==> src/rtl/alu_pkg.sv <==
// alu_pkg: shared ALU width, flag bit positions and divider state encoding
package alu_pkg;
  localparam int WIDTH = 32;
  localparam int FLAG_N = 3;
  localparam int FLAG_Z = 2;
  localparam int FLAG_C = 1;
  localparam int FLAG_V = 0;
  typedef enum logic [1:0] {IDLE, RUN, FIX, DONE} div_state_e;
endpackage

==> src/rtl/div_step.sv <==
// div_step: one restoring-division step on the partial remainder
import alu_pkg::*;
module div_step #(
  parameter int W = WIDTH
) (
  input  logic [W-1:0] rem,
  input  logic         bit_in,
  input  logic [W-1:0] dvs,
  output logic [W-1:0] rem_next,
  output logic         q
);
  logic [W:0] shifted, diff;
  always_comb begin
    shifted  = {rem, bit_in};
    diff     = shifted - {1'b0, dvs};
    q        = ~diff[W];
    rem_next = q ? diff[W-1:0] : shifted[W-1:0];
  end
endmodule

==> src/rtl/divider.sv <==
// divider: iterative signed/unsigned restoring divider, one quotient bit per clock
import alu_pkg::*;
module divider #(
  parameter int WIDTH = alu_pkg::WIDTH
) (
  input  logic             clk,
  input  logic             rst_n,
  input  logic             start,
  input  logic             S,
  input  logic [WIDTH-1:0] In1,
  input  logic [WIDTH-1:0] In2,
  output logic             busy,
  output logic             done,
  output logic [WIDTH-1:0] Quot,
  output logic [WIDTH-1:0] Rem,
  output logic [3:0]       Flags
);
  localparam int CW = $clog2(WIDTH);
  localparam logic [WIDTH-1:0] MIN_NEG = {1'b1, {(WIDTH-1){1'b0}}};
  div_state_e state;
  logic [CW-1:0] cnt;
  logic [WIDTH-1:0] p, a, dm, op1, m1, m2, p_next, q_fix, r_fix;
  logic neg_q, neg_r, dz, ov, q_bit, dz_in, ov_in;
  logic [3:0] f_fix;
  div_step #(.W(WIDTH)) u_step (
    .rem(p), .bit_in(a[WIDTH-1]), .dvs(dm), .rem_next(p_next), .q(q_bit)
  );
  always_comb begin
    m1    = (S & In1[WIDTH-1]) ? -In1 : In1;
    m2    = (S & In2[WIDTH-1]) ? -In2 : In2;
    dz_in = In2 == '0;
    ov_in = S & (In1 == MIN_NEG) & (In2 == '1);
    q_fix = dz ? '1 : ov ? MIN_NEG : neg_q ? -a : a;
    r_fix = dz ? op1 : ov ? '0 : neg_r ? -p : p;
    f_fix = '0;
    f_fix[FLAG_N] = q_fix[WIDTH-1];
    f_fix[FLAG_Z] = q_fix == '0;
    f_fix[FLAG_C] = dz;
    f_fix[FLAG_V] = ov;
  end
  always_ff @(posedge clk or negedge rst_n) begin
    if (!rst_n) begin
      state <= IDLE;
      cnt   <= '0;
      p     <= '0;
      a     <= '0;
      dm    <= '0;
      op1   <= '0;
      neg_q <= 1'b0;
      neg_r <= 1'b0;
      dz    <= 1'b0;
      ov    <= 1'b0;
      busy  <= 1'b0;
      done  <= 1'b0;
      Quot  <= '0;
      Rem   <= '0;
      Flags <= '0;
    end else begin
      case (state)
        IDLE: if (start) begin
          op1   <= In1;
          a     <= m1;
          dm    <= m2;
          p     <= '0;
          cnt   <= CW'(WIDTH - 1);
          neg_q <= S & (In1[WIDTH-1] ^ In2[WIDTH-1]);
          neg_r <= S & In1[WIDTH-1];
          dz    <= dz_in;
          ov    <= ov_in;
          busy  <= 1'b1;
          state <= (dz_in | ov_in) ? FIX : RUN;
        end
        RUN: begin
          p     <= p_next;
          a     <= {a[WIDTH-2:0], q_bit};
          cnt   <= cnt - 1'b1;
          state <= (cnt == '0) ? FIX : RUN;
        end
        FIX: begin
          Quot  <= q_fix;
          Rem   <= r_fix;
          Flags <= f_fix;
          busy  <= 1'b0;
          done  <= 1'b1;
          state <= DONE;
        end
        default: begin
          done  <= 1'b0;
          state <= IDLE;
        end
      endcase
    end
  end
endmodule

==> config.mk <==
export PLATFORM = sky130hd
export DESIGN_NAME = divider
export DESIGN_NICKNAME = d
export VERILOG_FILES = /design/src/rtl/alu_pkg.sv /design/src/rtl/div_step.sv /design/src/rtl/divider.sv
export SDC_FILE = /design/constraint.sdc
export NUM_CORES = 1
export LEC_CHECK = 0
export CAP_MARGIN = 30
export CORE_ASPECT_RATIO = 1.1
export CORE_UTILIZATION = 35
export CTS_CLUSTER_SIZE = 28
export DETAILED_ROUTE_END_ITERATION = 16
export PLACE_DENSITY = 0.61
export SETUP_SLACK_MARGIN = 0.3
export SYNTH_ARGS = -nofsm -noshare
export SYNTH_HDL_FRONTEND = slang
export SYNTH_HIERARCHICAL = 1
export SYNTH_SLANG_ARGS = --single-unit
export TNS_END_PERCENT = 10
==> constraint.sdc <==
create_clock -name clk -period 4.05 [get_ports clk]
set_input_delay 1.0125 -clock clk [delete_from_list [all_inputs] [get_ports clk]]
set_output_delay 1.0125 -clock clk [all_outputs]
set_load 0.02 [all_outputs]
==> impl_metrics.yaml, run 1 <==
clock_network:
  htree_levels: 1
  cts_tree: "built"
  cts_hold_buf: 0
  cts.sinks: 208
  clockRootBuffer: "clkbuf_16"
  clkTransAtPathRegs_ns: 0.06
  cts-buffers-inserted: 24
  clock_path_buffers: 3
  cts_setup_buffers: 0
  clk_latency_ns: 0.53
synthesis:
  synth_top_area_cell: "dfrtp_1"
  synth.area.top_cells: "dfrtp_1 (39%), xor2_1 (5.5%), nand2_1 (5.4%)"
  avgSynthCellArea_um2: 8.665
  synth_area_um2: 13480
  synth-seq-cells: 208
  ys_types: 84
  synth-async-reset-ratio_pct: 100.0
  syn_inst: 1556
  synth_top_area_share_pct: 38.60
  synth_edf_count: 0
  yosysWarnings: 6
  synth_top_flop_cell: "dfrtp_1"
  syn-num-nets: 1663
  synth_seq_area_share_pct: 38.60
timing:
  grt_setup_unrepaired: "no"
  relSlewSlack_pct: 36.24
  layout_setup_ws_ns: 0.4814
  drv_slew: 0
  finClkSkew_ns: 0.01069
  hold_viol: 0
  final.setup.tns_ns: 0
  setup_violations: 0
  worstMarginPinSlew_ns: 0.9564
  fmax_mhz: 280.2
  finalCriticalPeriod_ns: 3.569
  period_share_pct: 88.11
detailed_routing:
  route.vias.total: 11975
  drc: 0
  dr.pass1.iters: 5
  ant_nets: 0
  drt_wl_total_um: 38510
  routedWlPerCell_um: 17.85
  avgViaCountPerCell: 5.552
  drt_iter0_markers: 725
floorplanning:
  dieArea_um2: 39310
  core_area_um2: 38010
  start_util_pct: 35.48
  die_height_um: 207.9
  die_w_um: 189.1
  rows: 75
  ios: 138
grt:
  grtUsageMet3_pct: 2.401
  grt-ovfl-total: 0
  grt_use_total_pct: 19.51
  antenna_found_initial: 0
  grt_most_used_layer: "met2"
  grt_use_met1_pct: 25.06
  grt_start_max_net_pins: 98
  grtUsageMet2_pct: 33.86
  grt_pass1_wl_um: 62090
  grt_pass1_vias: 11785
placement:
  dp_hpwl_um: 28710
  portBuffers: 137
  dp_slack_ns: 0.1321
  gp_congestion: 0.8670
  placed_cells: 2113
  placed_cell_area_um2: 15370
flow_run:
  maxCapViolCount: 0
power_and_ir_drop:
  power_switching_mw: 6.555
  p_int_mw: 8.630
  swShare_pct: 43.17
  p_leak_nw: 6.837
  power_density_nw_per_um2: 933.0
  p_clk_share_pct: 15.9
  ir_drop_v: 0.0003865
  power_frac_seq_pct: 27.8
  combPwrFrac_pct: 56.2
setup_path:
  worstPathRequired_ns: 4.45
  worstSetupEndpointType: "flop"
  crit_type: "reg -> reg"
  start_kind: "flop"
  path_max_fanout: 21
  critPathArrivalTime_ns: 3.97
finish:
  syn_to_final_growth_pct: 20.71
  mostFrequentLayoutCell: "dfrtp_1"
  mostFrequentLayoutCells: "dfrtp_1 (208), nand2_1 (192), clkdlybuf4s50_1 (136)"
  drive_gt1_share_pct: 7.182
  finish.utilization_pct: 42.82
  final_cell_area_um2: 16280
  fin_cells: 2157
  n_antenna_cell: 0
  finalNetCount: 1746
run_status:
  outcome: "finished clean"
worst_hold_path:
  hp-class: "reg -> reg"
==> power groups by stage <==
| stage | Clock (mW) | Combinational (mW) | Sequential (mW) |
|---|---|---|---|
| 3_3_place_gp | 0 | 8.35 | 4.21 |
| 5_1_grt | 2.54 | 9.40 | 4.38 |
| 3_5_place_dp | 0 | 8.50 | 4.23 |
| 4_1_cts | 2.47 | 8.53 | 4.21 |
| 6_report | 2.42 | 8.54 | 4.23 |
| 2_1_floorplan | 0 | 6.15 | 4.10 |
==> cells by family (layout without fill, tap and decap cells) <==
logic type	count (synthesis)	after routing	share of synthesized area (%)
AOI/OAI and AO/OA	485	485	23.40
adders and majority gates	39	39	3.675
and+or+nand+nor	488	488	17.39
DFF	208	208	38.60
buffers and inverters	166	267	4.872
xor gates and xnor gates	142	142	9.224
muxes	28	28	2.830
==> routing by layer <==
layer | vias to the layer above | routed length, um
met5 | - | 0
met3 | 58 | 1969
met1 | 5796 | 16520
met2 | 336 | 18860
li1 | 5785 | -
met4 | 0 | 1161
==> worst max-delay path, cell delays in order, from the launching register on <==
cell	delay [ns]
dfrtp_1	0.37
inv_1	0.08
ha_1	0.23
fa_1	0.39
and2b_1	0.23
o2111ai_1	0.15
a21oi_2	0.24
o2111ai_2	0.22
a211oi_2	0.29
nor2_4	0.10
mux2i_1	0.15
and2_4	0.15
inv_2	0.08
buf_12	0.20
mux2_1	0.34
a22o_1	0.20
==> final cells by class <==
class	instances	area, um^2
flip-flops and latches	208	5205
inverters	58	217.7
multi-input cells	1182	7669
well taps	500	625.6
clock inverters	7	160.2
repair buffers	165	1668
fillers	3810	21730
clock buffers	37	730.7
==> registers in the layout, indices dropped and copies added (netlist names), 2 cells and up <==
name,count
dm,32
p,32
Quot,32
state,2
op1,32
Flags,3
a,32
cnt,5
Rem,32
==> stage by stage <==
| step | total power [mW] | hold slack [ns] |
|---|---|---|
| floorplan | 10.25 | 0.4379 |
| global placement | 12.56 | 0.4545 |
| detailed placement | 12.73 | 0.4574 |
| CTS | 15.21 | 0.4711 |
| global route | 16.32 | 0.4938 |
| finish | 15.18 | 0.4679 |
==> what timing repair did <==
item,4_1_cts,5_1_grt
setup endpoints to repair,0,20
endpoints found under the hold margin,0,0
gates resized for setup,0,2
==> synth_stat cells, types with 4 or more instances <==
cell and n:
o22a_1 20, o41ai_1 19, nor3b_1 6, o22ai_1 55, nand2b_1 8, nor3_1 22
buf_2 6, nor4_1 16, ha_1 38, a21oi_1 107, o31ai_1 30, a22oi_1 9
nand2_1 193, or4_1 14, mux2_4 19, xnor2_1 58, nor2_1 122, a31oi_1 11
o21ai_0 98, o21ai_1 27, inv_1 55, a22o_1 31, o211ai_1 5, or3_1 11
nor2b_1 9, nand4_1 17, a211oi_1 4, o2111ai_1 4, and2_1 6, xor2_1 84
mux2i_1 4, o21a_1 4, clkbuf_1 95, a21o_1 23, and3_1 8, dfrtp_1 208
nand3_1 31, a221oi_1 13
==> path summary, 6_finish.rpt <==
kind	start	endpoint	slack [ns]	depth (start not counted)
worst max-delay path	a[31]	p[4]	0.48	15
worst min-delay path	Quot[14]	Quot[14]	0.47	2
worst max register to register	a[31]	p[4]	0.48	15
worst min register to register	Quot[14]	Quot[14]	0.47	2
max in group asynchronous	rst_n	Quot[20]	2.62	2
min in group asynchronous	rst_n	Quot[9]	0.57	1
Power figures use the tool's default switching activity.
==> inputs of run 2 (changes only) <==
Settings changed: CORE_MARGIN set to 2.
==> run 2 against run 1 <==
Final area barely moved; first-iteration DRC count up 23%; clock skew grew 0.0018 ns.
==> impl_metrics.yaml, run 2 (synthesized netlist as in run 1, its figures left out) <==
power_and_ir_drop:
  power_density_nw_per_um2: 928.5
  ir_drop_v: 0.0005378
  p_leak_nw: 6.858
setup_path:
  critPathBufInv: 3
  start_kind: "flop"
  worstPathRequired_ns: 4.47
  path_max_fanout: 21
  worstSetupPathDepth: 15
  worstSetupEndpointType: "flop"
  reg2reg_depth: 15
  crit_chain: "inv_1 -> ha_1 -> fa_1 -> and2b_1 -> o2111ai_1 -> a21oi_2 -> o2111ai_2 -> a211oi_2 -> nor2_2 -> mux2i_1 -> and2_4 -> inv_2 -> buf_12 -> mux2_1 -> a22o_1"
  critPathMaxStageDelay_ns: 0.40
  crit_type: "reg -> reg"
  crit_family: "compound AO/OA/AOI/OAI gates"
  critPathArrivalTime_ns: 4.01
  slowest_stage: "fa_1"
clock_network:
  cts-buffers-inserted: 25
  clk_latency_ns: 0.53
  cts_tree: "built"
  htree_levels: 1
  clock_path_buffers: 3
  cts.sinks: 208
  cts_hold_buf: 0
  clockRootBuffer: "clkbuf_16"
  clkTransAtPathRegs_ns: 0.06
grt:
  grt_start_max_net_pins: 105
  grt_pass1_wl_um: 63000
  grt_use_total_pct: 19.38
  grt_pass1_vias: 11708
  antenna_found_initial: 0
  grt-ovfl-total: 0
timing:
  grt_setup_unrepaired: "no"
  finClkSkew_ns: 0.01246
  fmax_mhz: 278.8
  period_share_pct: 88.57
  setup_violations: 0
  hold_viol: 0
  finalCriticalPeriod_ns: 3.587
  layout_setup_ws_ns: 0.4631
  worstMarginPinSlew_ns: 0.9613
  drv_slew: 0
  relSlewSlack_pct: 35.91
  final.setup.tns_ns: 0
placement:
  dp_hpwl_um: 28890
  portBuffers: 137
  dp_slack_ns: 0.2649
  gp_congestion: 0.8728
detailed_routing:
  dr.pass1.iters: 5
  drt_iter0_markers: 893
  route.vias.total: 11938
  drt_wl_total_um: 38970
  drc: 0
  avgViaCountPerCell: 5.506
  ant_nets: 0
  routedWlPerCell_um: 17.97
flow_run:
  maxCapViolCount: 0
floorplanning:
  start_util_pct: 35.39
  ios: 138
  die_height_um: 209.9
  die_w_um: 191.1
  rows: 75
  dieArea_um2: 40110
  core_area_um2: 38100
run_status:
  outcome: "finished clean"
finish:
  mostFrequentLayoutCell: "dfrtp_1"
  finalNetCount: 1759
  mostFrequentLayoutCells: "dfrtp_1 (208), nand2_1 (192), clkdlybuf4s50_1 (136)"
  n_antenna_cell: 0
  drive_gt1_share_pct: 8.034
  syn_to_final_growth_pct: 20.61
worst_hold_path:
  min_path_cells: 2
  hp-class: "reg -> reg"
==> run 2: layer usage <==
layer | track usage, % | vias up | part of all wire, %
li1 | - | 5794 | -
met1 | 25.97 | 5750 | 45
met2 | 32.67 | 324 | 48
met3 | 2.408 | 70 | 4.8
met4 | 5.782 | 0 | 3.0
met5 | 0 | - | 0
==> run 2: per-stage QoR <==
step	instances	instance area [um^2]	utilization, %	hold slack (ns)	power [mW]
floorplan	1556	13480	-	0.4379	10.25
global placement	2124	15410	40.45	0.4542	12.61
detailed placement	2124	15410	40.45	0.4564	12.78
CTS	2167	16250	42.65	0.4695	15.13
global route	2168	16260	42.68	0.4984	16.30
finish	2168	16260	42.68	0.4631	15.10
==> run 2: what timing repair did <==
item	CTS	global route
buffers inserted	0	1
resized for setup	0	1
setup endpoints to repair	0	21
endpoints found under the hold margin	0	0
==> run 2: final cells by class <==
type / instances / area [um^2]
clock inverter: 12 / 148.9
timing repair buffer: 177 / 1713
multi-input combinational: 1182 / 7664
tap: 500 / 625.6
sequential: 208 / 5205
clock buffer: 31 / 688.2
fill: 3787 / 21840
inverter: 58 / 217.7
==> run 2: where the power goes <==
group | switching [mW] | internal, mW | total [mW]
combinational | 4.60 | 4.04 | 8.64
sequential | 1.11 | 3.07 | 4.18
clock | 0.894 | 1.39 | 2.28
==> run 2: worst register-to-register path, delay by kind of cell, from the launching register on <==
kind / cells / cell delay (ns)
buf+inv: 3 / 0.36
simple gates: 3 / 0.52
compound gates: 5 / 1.09
flops: 1 / 0.38
mux: 2 / 0.49
fa+ha+maj: 2 / 0.64
==> run 2: final timing paths <==
check / from / end / slack, ns
max reg2reg: a[31] / p[4] / 0.46
max: a[31] / p[4] / 0.46
max in group asynchronous: rst_n / Quot[13] / 2.49
min in group asynchronous: rst_n / Quot[9] / 0.58
min: dm[31] / dm[31] / 0.46
min reg2reg: dm[31] / dm[31] / 0.46
